**src/rtl/acq_seq_ctrl.sv**
```systemverilog
// ----------------------------------------------------------------------------
// acq_seq_ctrl
// Acquisition sequencer for the ADC receive datapath (rx_clk1 domain).
// Latches the capture configuration on arm, holds the active-low count clear
// into the normal/peak paths for CLR_CYCLES cycles, then gates the datapath
// write strobe through the pre-trigger, wait-trigger and post-trigger phases.
//
// Ports:
//   rx_clk1, rx_reset          clock, asynchronous active-high reset
//   arm, abort                 single-cycle start / cancel requests
//   cfg_*                      capture configuration, sampled at arm
//   trig_in, force_trig        trigger level (rising edge used), forced trigger
//   fifo_all_wen, fifo_full    datapath word valid, downstream FIFO full
//   count_clr                  active-low clear to the datapath (registered)
//   peak_mode .. div_n_maxmin  latched configuration
//   wr_gate                    qualified FIFO write enable (combinational)
//   words_written, trig_pos    accepted words since arm, count at trigger
//   acq_busy, acq_done         status flags
//   overflow                   sticky: a word was offered while FIFO full
//   state                      IDLE=0 CLEAR=1 PRE=2 WAIT_TRIG=3 POST=4 DONE=5
// ----------------------------------------------------------------------------
module acq_seq_ctrl #(
    parameter int CNT_W      = 32,
    parameter int CLR_CYCLES = 4
) (
    input  logic             rx_clk1,
    input  logic             rx_reset,
    input  logic             arm,
    input  logic             abort,
    input  logic             cfg_peak_mode,
    input  logic             cfg_extract_enable,
    input  logic [31:0]      cfg_div_n,
    input  logic [31:0]      cfg_div_n_maxmin,
    input  logic [CNT_W-1:0] cfg_pre_len,
    input  logic [CNT_W-1:0] cfg_post_len,
    input  logic             trig_in,
    input  logic             force_trig,
    input  logic             fifo_all_wen,
    input  logic             fifo_full,
    output logic             count_clr,
    output logic             peak_mode,
    output logic             extract_enable,
    output logic [31:0]      div_n,
    output logic [31:0]      div_n_maxmin,
    output logic             wr_gate,
    output logic [CNT_W-1:0] words_written,
    output logic [CNT_W-1:0] trig_pos,
    output logic             acq_busy,
    output logic             acq_done,
    output logic             overflow,
    output logic [2:0]       state
);

    localparam logic [2:0] S_IDLE  = 3'd0;
    localparam logic [2:0] S_CLEAR = 3'd1;
    localparam logic [2:0] S_PRE   = 3'd2;
    localparam logic [2:0] S_WAIT  = 3'd3;
    localparam logic [2:0] S_POST  = 3'd4;
    localparam logic [2:0] S_DONE  = 3'd5;

    localparam int               CLR_W    = (CLR_CYCLES > 1) ? $clog2(CLR_CYCLES) : 1;
    localparam logic [CLR_W-1:0] CLR_LAST = CLR_W'(CLR_CYCLES - 1);
    localparam logic [CLR_W-1:0] CLR_ONE  = {{(CLR_W-1){1'b0}}, 1'b1};
    localparam logic [CNT_W-1:0] CNT_ZERO = {CNT_W{1'b0}};
    localparam logic [CNT_W-1:0] CNT_ONE  = {{(CNT_W-1){1'b0}}, 1'b1};

    logic [CNT_W-1:0] pre_len_r;
    logic [CNT_W-1:0] post_len_r;
    logic [CNT_W-1:0] phase_cnt_r;
    logic [CLR_W-1:0] clr_cnt_r;
    logic             trig_in_d_r;

    logic             active_s;
    logic             accept_s;
    logic             trigger_s;
    logic             arm_take_s;
    logic [CNT_W-1:0] phase_nxt_s;
    logic [CNT_W-1:0] words_nxt_s;
    logic [2:0]       next_state_s;

    // Phase qualification, write gating and trigger detection.
    always_comb begin
        active_s    = 1'b0;
        wr_gate     = 1'b0;
        accept_s    = 1'b0;
        trigger_s   = 1'b0;
        arm_take_s  = 1'b0;
        phase_nxt_s = phase_cnt_r;
        words_nxt_s = words_written;

        if ((state == S_PRE) || (state == S_WAIT) || (state == S_POST)) begin
            active_s = 1'b1;
        end else begin
            active_s = 1'b0;
        end

        // A zero-length post phase must not take any words before DONE.
        if ((state == S_POST) && (post_len_r == CNT_ZERO)) begin
            wr_gate = 1'b0;
        end else begin
            wr_gate = fifo_all_wen & ~fifo_full & active_s;
        end
        accept_s = wr_gate;

        if (accept_s) begin
            phase_nxt_s = phase_cnt_r + CNT_ONE;
            words_nxt_s = words_written + CNT_ONE;
        end else begin
            phase_nxt_s = phase_cnt_r;
            words_nxt_s = words_written;
        end

        // trig_in_d_r tracks trig_in in every state, so a level already high on
        // entry to WAIT_TRIG has to fall and rise again before it counts.
        if (state == S_WAIT) begin
            trigger_s = (trig_in & ~trig_in_d_r) | force_trig;
        end else begin
            trigger_s = 1'b0;
        end

        if (((state == S_IDLE) || (state == S_DONE)) && arm && !abort) begin
            arm_take_s = 1'b1;
        end else begin
            arm_take_s = 1'b0;
        end
    end

    // Next-state decode; abort overrides every transition.
    always_comb begin
        next_state_s = state;
        case (state)
            S_IDLE, S_DONE: begin
                if (arm) next_state_s = S_CLEAR;
                else     next_state_s = state;
            end
            S_CLEAR: begin
                if (clr_cnt_r == CLR_LAST) begin
                    if (pre_len_r == CNT_ZERO) next_state_s = S_WAIT;
                    else                       next_state_s = S_PRE;
                end else begin
                    next_state_s = S_CLEAR;
                end
            end
            S_PRE: begin
                if (phase_nxt_s == pre_len_r) next_state_s = S_WAIT;
                else                          next_state_s = S_PRE;
            end
            S_WAIT: begin
                if (trigger_s) next_state_s = S_POST;
                else           next_state_s = S_WAIT;
            end
            S_POST: begin
                if ((post_len_r == CNT_ZERO) || (phase_nxt_s == post_len_r)) next_state_s = S_DONE;
                else                                                         next_state_s = S_POST;
            end
            default: next_state_s = S_IDLE;
        endcase

        if (abort) begin
            next_state_s = S_IDLE;
        end else begin
            next_state_s = next_state_s;
        end
    end

    // State register and status flags decoded from the next state.
    always_ff @(posedge rx_clk1 or posedge rx_reset) begin
        if (rx_reset) begin
            state       <= S_IDLE;
            count_clr   <= 1'b1;
            acq_busy    <= 1'b0;
            acq_done    <= 1'b0;
            trig_in_d_r <= 1'b0;
            clr_cnt_r   <= {CLR_W{1'b0}};
        end else begin
            state       <= next_state_s;
            count_clr   <= (next_state_s != S_CLEAR);
            acq_busy    <= (next_state_s == S_CLEAR) || (next_state_s == S_PRE) ||
                           (next_state_s == S_WAIT)  || (next_state_s == S_POST);
            acq_done    <= (next_state_s == S_DONE);
            trig_in_d_r <= trig_in;
            if (state == S_CLEAR) clr_cnt_r <= clr_cnt_r + CLR_ONE;
            else                  clr_cnt_r <= {CLR_W{1'b0}};
        end
    end

    // Configuration latch, word/phase counters, trigger position and overflow.
    always_ff @(posedge rx_clk1 or posedge rx_reset) begin
        if (rx_reset) begin
            peak_mode      <= 1'b0;
            extract_enable <= 1'b0;
            div_n          <= 32'd0;
            div_n_maxmin   <= 32'd0;
            pre_len_r      <= CNT_ZERO;
            post_len_r     <= CNT_ZERO;
            words_written  <= CNT_ZERO;
            trig_pos       <= CNT_ZERO;
            phase_cnt_r    <= CNT_ZERO;
            overflow       <= 1'b0;
        end else if (arm_take_s) begin
            peak_mode      <= cfg_peak_mode;
            extract_enable <= cfg_extract_enable;
            div_n          <= cfg_div_n;
            div_n_maxmin   <= cfg_div_n_maxmin;
            pre_len_r      <= cfg_pre_len;
            post_len_r     <= cfg_post_len;
            words_written  <= CNT_ZERO;
            trig_pos       <= CNT_ZERO;
            phase_cnt_r    <= CNT_ZERO;
            overflow       <= 1'b0;
        end else begin
            words_written <= words_nxt_s;
            // Trigger position includes a word accepted in the trigger cycle.
            if (trigger_s && !abort) begin
                trig_pos    <= words_nxt_s;
                phase_cnt_r <= CNT_ZERO;
            end else begin
                trig_pos    <= trig_pos;
                phase_cnt_r <= phase_nxt_s;
            end
            if (active_s && fifo_all_wen && fifo_full) overflow <= 1'b1;
            else                                      overflow <= overflow;
        end
    end

endmodule

```
**config.mk**
```make
export PLATFORM = sky130hd
export DESIGN_NAME = acq_seq_ctrl
export DESIGN_NICKNAME = d
export VERILOG_FILES = /design/src/rtl/acq_seq_ctrl.sv
export SDC_FILE = /design/constraint.sdc
export NUM_CORES = 1
export LEC_CHECK = 0
export CAP_MARGIN = 0
export CORE_UTILIZATION = 40
export DETAILED_ROUTE_END_ITERATION = 16
export DONT_BUFFER_PORTS = 1
export GPL_TIMING_DRIVEN = 0
export SETUP_SLACK_MARGIN = 0.15
export SKIP_CTS_REPAIR_TIMING = 1
export SLEW_MARGIN = 20
export SYNTH_ARGS = -nofsm -noshare
export SYNTH_HDL_FRONTEND = slang
export SYNTH_SLANG_ARGS = --single-unit
```
**constraint.sdc**
```tcl
create_clock -name rx_clk1 -period 12.6 [get_ports rx_clk1]
set_clock_uncertainty 0.15 [all_clocks]
set_input_delay 0.63 -clock rx_clk1 [delete_from_list [all_inputs] [get_ports rx_clk1]]
set_output_delay 0.63 -clock rx_clk1 [all_outputs]
set_load 0.03 [all_outputs]
```
# ---- Word level (Yosys, flattened, before mapping)
# Cells that the tools add are included.
dict set report totals {
  ff_bits 236
  input_bits 138
  output_inout_bits 138
  word_cells 81
}
dict set report op_classes {
  add_sub_neg 3
  eq_ne 14
  mux 22
  n_bitwise 6
  reduce_logical 20
}
# cell count
set op_table {}
lappend op_table {{32-bit two-way mux} 7}
lappend op_table {{32-bit by 1-bit adder with 32-bit output (second input constant)} 2}
lappend op_table {{32-bit == test} 2}
lappend op_table {{32-bit zero test} 2}
lappend op_table {{3-bit one-hot mux with 5 select lines} 1}
lappend op_table {{3-bit by 2-bit == test with 1-bit output (second input constant)} 4}
lappend op_table {{3-bit == test (second input constant)} 4}
lappend op_table {{3-bit two-way mux} 4}
lappend op_table {{1-bit two-way mux} 9}
lappend op_table {{1-bit logical OR} 7}
lappend op_table {{3-bit by 1-bit == test with 1-bit output (second input constant)} 2}
lappend op_table {{1-bit logical AND} 6}
lappend op_table {{2-bit nonzero test} 2}
lappend op_table {{1-bit AND} 3}
lappend op_table {{3-bit zero test} 1}
lappend op_table {{3-bit by 1-bit != test with 1-bit output (second input constant)} 1}
lappend op_table {{2-bit by 1-bit adder with 2-bit output (second input constant)} 1}
lappend op_table {{2-bit == test (second input constant)} 1}
lappend op_table {{2-bit two-way mux} 1}
lappend op_table {{1-bit inverter} 2}
lappend op_table {{2-bit OR reduction} 1}
lappend op_table {{1-bit zero test} 1}
lappend op_table {{1-bit OR} 1}

# ---- Depth between registers and ports, before layout
dict set report depth {
  ltp_word 16
  mapped_depth 15
  ltp_nobuf 12
}

# ---- Least setup slack after synthesis
# OpenSTA, ideal clock, no wires.
dict set report synth_path {
  path_kind {flip-flop to flip-flop}
  startpoint {register state[2]}
  endpoint {register acq_busy}
  setup_ns 0.064
  arrival_ns 3.664
  required_time_ns 12.386
  path_slack_ns 8.722
  path_stages_with_launch 12
  path_buffers 0
  synth_period_minus_slack_ns 3.878
  cell_sequence {dfrtp_1 > or3b_1 > a2111o_1 > or3b_1 > nor3_1 > xnor2_1 > nor2_1 > or4b_1 > nor4_1 > o2111ai_1 > a221oi_4 > a21bo_1}
}
dict set report synth_between {
  elab_chain_cells 16
  elab_cells_between_ends 31
  cone_classes {eq/ne: 11; mux: 10; bitwise: 1; reduce/logical: 9}
}
# element line_no
set synth_rtl {}
lappend synth_rtl {{from (decl)} 51} ;# output logic [2:0] state
lappend synth_rtl {{from (signal assigned)} 176} ;# state <= next_state_s;
lappend synth_rtl {{3-bit by 2-bit == test with 1-bit output, on equally long branches} {91, 131, 115}}
lappend synth_rtl {{1-bit logical OR (2 in series)} 91} ;# if ((state == S_PRE) || (state == S_WAIT) || (state == S_POST)) begin
lappend synth_rtl {{1-bit two-way mux} 91}
lappend synth_rtl {{1-bit AND} 101} ;# wr_gate = fifo_all_wen & ~fifo_full & active_s;
lappend synth_rtl {{1-bit two-way mux} 98} ;# if ((state == S_POST) && (post_len_r == CNT_ZERO)) begin
lappend synth_rtl {{32-bit two-way mux} 105} ;# if (accept_s) begin
lappend synth_rtl {{32-bit == test} 153} ;# if ((post_len_r == CNT_ZERO) || (phase_nxt_s == post_len_r)) next_state_s = S_DONE;
lappend synth_rtl {{1-bit logical OR} 153}
lappend synth_rtl {{1-bit two-way mux} 153}
lappend synth_rtl {{3-bit one-hot mux with 5 select lines (*)} 131} ;# case (state)
lappend synth_rtl {{3-bit two-way mux (*)} 159} ;# if (abort) begin
lappend synth_rtl {{via next_state_s[0]} 79} ;# logic [2:0] next_state_s;
lappend synth_rtl {{3-bit by 1-bit == test with 1-bit output or 3-bit by 2-bit == test with 1-bit output (tied branches)} 178} ;# acq_busy <= (next_state_s == S_CLEAR) || (next_state_s == S_PRE) ||
lappend synth_rtl {{1-bit logical OR (2 in series)} 178}
lappend synth_rtl {{1-bit logical OR (*)} 179} ;# (next_state_s == S_WAIT) || (next_state_s == S_POST);
lappend synth_rtl {{to (signal assigned)} 178}
lappend synth_rtl {{to (decl)} 48} ;# output logic acq_busy,
# The timed path passes the listed nets; every way through them passes the cells marked *.
# A chain may end at the register's enable or synchronous reset.

# ---- Final worst setup path
dict set report layout_path {
  startpoint {register post_len_r[21]}
  endpoint {register acq_busy}
}
dict set report layout_between {
  elab_chain_cells 13
  elab_cells_between_ends 18
  cone_classes {eq/ne: 6; mux: 6; reduce/logical: 6}
}
# element line_no
set layout_rtl {}
lappend layout_rtl {{from (decl)} 68} ;# logic [CNT_W-1:0] post_len_r;
lappend layout_rtl {{from (signal assigned)} 206} ;# post_len_r <= cfg_post_len;
lappend layout_rtl {{32-bit zero test} {98, 153}}
lappend layout_rtl {{1-bit logical AND} 98}
lappend layout_rtl {{1-bit two-way mux} 98}
lappend layout_rtl {{32-bit two-way mux} 105}
lappend layout_rtl {{32-bit == test} 153}
lappend layout_rtl {{1-bit logical OR} 153}
lappend layout_rtl {{1-bit two-way mux} 153}
lappend layout_rtl {{3-bit one-hot mux with 5 select lines (*)} 131}
lappend layout_rtl {{3-bit two-way mux (*)} 159}
lappend layout_rtl {{via next_state_s[0]} 79}
lappend layout_rtl {{3-bit by 1-bit == test with 1-bit output or 3-bit by 2-bit == test with 1-bit output (tied branches)} 178}
lappend layout_rtl {{1-bit logical OR (2 in series)} 178}
lappend layout_rtl {{1-bit logical OR (*)} 179}
# Marks and branches as above.

==> results.py <==
metrics = {
    "logic_synthesis": {
        "synth_nets": 1594,
        "synth_cell_types": 81,
        "ys_seq_elements": 236,
        "synthCells": 1453,
        "synthDominantCellAreaShare_pct": 47.96,
        "synth_warnings": 0,
        "synth.top_cells.by_area": "dfrtp_1 48%, nand2_1 15%, xor2_1 4.1%",
        "synth_ff_type": "dfrtp_1",
        "ys_seq_area_share_pct": 48.18,
        "async_flop_share_pct": 100.0,
        "synth_area_leader_cell": "dfrtp_1",
        "synth_edf_count": 0,
        "synth_area_per_cell_um2": 8.438,
        "mappedNetlistArea_um2": 12260,
    },
    "routing": {
        "drc": 0,
        "drt_iter0_drc": 863,
        "routedWlPerCell_um": 23.32,
        "via_per_inst": 5.733,
        "vias": 10870,
        "drtPass1Iterations": 5,
        "wl_mm": 44.21,
        "postRouteAntennaNets": 0,
    },
    "power_and_ir_drop": {
        "swShare_pct": 31.27,
        "p_comb_share_pct": 10.9,
        "p_sw_w": 0.0006691,
        "powerDensity_nw_per_um2": 154.6,
        "power.internal_w": 0.001471,
        "finalPower_w": 0.002140,
        "pwr-share-clk_pct": 41.2,
        "pwr-share-seq_pct": 47.9,
        "p_leak_nw": 6.364,
        "irDropWorstVdd_mv": 0.1182,
    },
    "clocking": {
        "clk_pin_slew_ns": 0.08,
        "cts_buffers": 26,
        "cts.sinks": 236,
        "cts.htree.levels": 1,
        "cts_tree": "yes",
        "cts_root_buffer": "clkbuf_16",
        "clockBufferDepth": 3,
        "clkLatencyLatePin_ns": 0.57,
    },
    "floorplan": {
        "row_count": 63,
        "die_w_um": 177.1,
        "start_util_pct": 41.04,
        "ios": 276,
        "die_area_um2": 31360,
        "die_height_um": 177.1,
        "coreArea_um2": 29870,
    },
    "critical_path": {
        "path_class": "register to register",
        "r2r-end": "acq_busy$_DFF_PP0_",
        "r2r_cells": 15,
        "regToRegSetupSlack_ns": 6.99,
        "cp_data_required_time_ns": 12.95,
        "endpoint_kind": "register",
        "r2r_start": "post_len_r[21]$_DFFE_PP0P_",
        "start_kind": "register",
        "path_max_fanout": 10,
        "worstPathArrival_ns": 5.96,
        "critPathLaunch": "post_len_r[21]$_DFFE_PP0P_",
        "endpoint": "acq_busy$_DFF_PP0_",
    },
    "timing": {
        "slew_violations": 0,
        "rsz0062_at_grt": "no",
        "worst_slack_ns": 6.986,
        "fin_crit_ns": 5.614,
        "setup_tns_ns": 0,
        "max-slew-margin-rel_pct": 27.79,
        "hold_viol": 0,
        "fmax_mhz": 178.1,
        "min_period_over_period_pct": 44.56,
        "worst_pin_slew_ns": 1.075,
        "setup-violations-final": 0,
    },
    "worst_hold_path": {
        "worstHoldPathType": "primary input to register",
    },
    "placement": {
        "dp_slack_ns": 7.265,
        "gp_congestion": 0.9740,
        "io_buffers": 0,
        "place_hpwl_mm": 33.57,
    },
    "global_route": {
        "grt_usage_pct": 28.42,
        "antenna_found_initial": 0,
        "gr-total-overflow": 0,
        "grt_pass1_vias": 10930,
        "grt_max_degree": 90,
        "grt_pass1_wl_mm": 66.90,
    },
    "final_layout": {
        "synthToLayoutAreaGrowth_pct": 12.91,
        "nets": 1627,
        "num_antenna_cells": 0,
        "n_fill_cell": 2929,
        "drive_gt1_share_pct": 5.710,
    },
    "status": {
        "outcome": "finished, final reports clean",
    },
    "flow_run": {
        "drv_cap": 0,
    },
}
-- state kept, by name, indices dropped and copies added, names as in the netlist, 3 cells and up --
register and count:
pre_len_r 32, words_written 32, trig_pos 32, state 3, phase_cnt_r 32, div_n_maxmin 32
post_len_r 32, div_n 32
-- synth_stat cells, types with 5 or more instances --
cell / n
a211oi_1: 9
a21oi_1: 24
a22oi_1: 5
a31oi_1: 13
a32oi_1: 5
and2_1: 8
and3_1: 17
and4_1: 8
buf_2: 12
clkbuf_1: 64
dfrtp_1: 235
inv_1: 19
nand2_1: 502
nand2b_1: 11
nand3_1: 42
nand3b_1: 6
nand4_1: 26
nor2_1: 111
nor2b_1: 17
nor3_1: 28
nor4_1: 31
o211ai_1: 5
o21ai_0: 28
o31ai_1: 15
or3_1: 7
or4_1: 6
xnor2_1: 46
xor2_1: 58
-- cell usage in the layout (no fill, tap or decap), types with 4 or more instances in the layout --
master	count
nand2_1	502
dfrtp_1	235
nor2_1	110
clkbuf_1	65
xor2_1	58
xnor2_1	46
nand3_1	42
nor4_1	31
o21ai_0	28
nor3_1	28
nand4_1	26
clkbuf_16	26
a21oi_1	24
inv_1	18
and3_1	17
nor2b_1	17
o31ai_1	15
a31oi_1	13
buf_2	12
nand2b_1	11
a211oi_1	9
and4_1	8
and2_1	8
or3_1	7
bufinv_16	7
clkinv_2	7
nand3b_1	6
or4_1	6
a32oi_1	5
a22oi_1	5
o211ai_1	5
buf_6	4
o311a_1	4
o2111a_1	4
a221oi_1	4
o221ai_1	4
o22ai_1	4
clkbuf_8	4
-- power by group through the flow --
| stage | Clock (W) | Sequential, W | Combinational (W) |
|---|---|---|---|
| after floorplan | 0 | 0.000992 | 0.000170 |
| after global placement | 0 | 0.00104 | 0.000225 |
| after detailed placement | 0 | 0.00104 | 0.000232 |
| after CTS | 0.000894 | 0.00103 | 0.000232 |
| after global routing | 0.000920 | 0.00103 | 0.000264 |
| final | 0.000881 | 0.00103 | 0.000233 |
-- area by class of cell --
class                   count  area [µm²]  share of cell area (%)
flip-flops and latches    236        5907                   42.67
plain buffers              82       352.8                   2.549
multi-input cells        1115        5928                   42.82
well taps                 390       488.0                   3.525
repair buffers              5       85.08                  0.6146
clock buffers              31       709.4                   5.125
clock inverters            17       290.3                   2.097
inverters                  20       82.58                  0.5965
-- per-layer routing --
metal | vias to the layer above | global-route usage [%] | wire length (µm)
met5 | - | 0 | 0
met2 | 466 | 47.41 | 21090
met1 | 5319 | 35.47 | 18000
li1 | 4984 | - | -
met4 | 0 | 9.519 | 1608
met3 | 101 | 7.496 | 3509
-- worst min path at each step --
stage	from	to	slack, ns	cells past startpoint
CTS	rx_reset	div_n[22]$_DFFE_PP0P_	-0.16	1
floorplan	clr_cnt_r[0]$_DFF_PP0_	clr_cnt_r[0]$_DFF_PP0_	0.27	1
finish	cfg_post_len[22]	post_len_r[22]$_DFFE_PP0P_	0.01	2
detailed placement	clr_cnt_r[0]$_DFF_PP0_	clr_cnt_r[0]$_DFF_PP0_	0.28	1
global placement	clr_cnt_r[0]$_DFF_PP0_	clr_cnt_r[0]$_DFF_PP0_	0.28	1
global route	cfg_div_n_maxmin[1]	div_n_maxmin[1]$_DFFE_PP0P_	0.02	2
-- worst max-delay path, cell delays in order, from the launching register on --
cell       delay [ns]
dfrtp_1          0.45
nor4_2           0.69
and3_1           0.25
clkbuf_1         0.34
nand3_1          0.38
clkbuf_1         0.38
buf_2            0.31
clkbuf_1         0.31
nand3_1          0.16
o21ai_0          0.15
a221oi_1         0.52
o211ai_1         0.16
nor4_1           0.32
o2111ai_1        0.40
a221oi_4         0.40
a21bo_1          0.15
-- stage by stage --
step	std cells	utilization, %	instance area (µm²)	hold WS (ns)
after floorplan	1453	-	12260	0.2657
after global placement	1843	42.67	12750	0.2812
after detailed placement	1845	42.89	12810	0.2836
after CTS	1893	46.24	13810	-0.1640
after global routing	1896	46.34	13840	0.01520
final	1896	46.34	13840	0.01483
-- cell families after synthesis --
| logic type | after synthesis | share of synthesized area [%] |
|---|---|---|
| xor+xnor | 104 | 7.429 |
| simple gates | 841 | 30.63 |
| mux | 4 | 0.3470 |
| buf+inv | 102 | 3.490 |
| compound gates | 163 | 9.624 |
| fa+ha+maj | 3 | 0.3062 |
| flops | 236 | 48.18 |
Power figures use the tool's default switching activity.
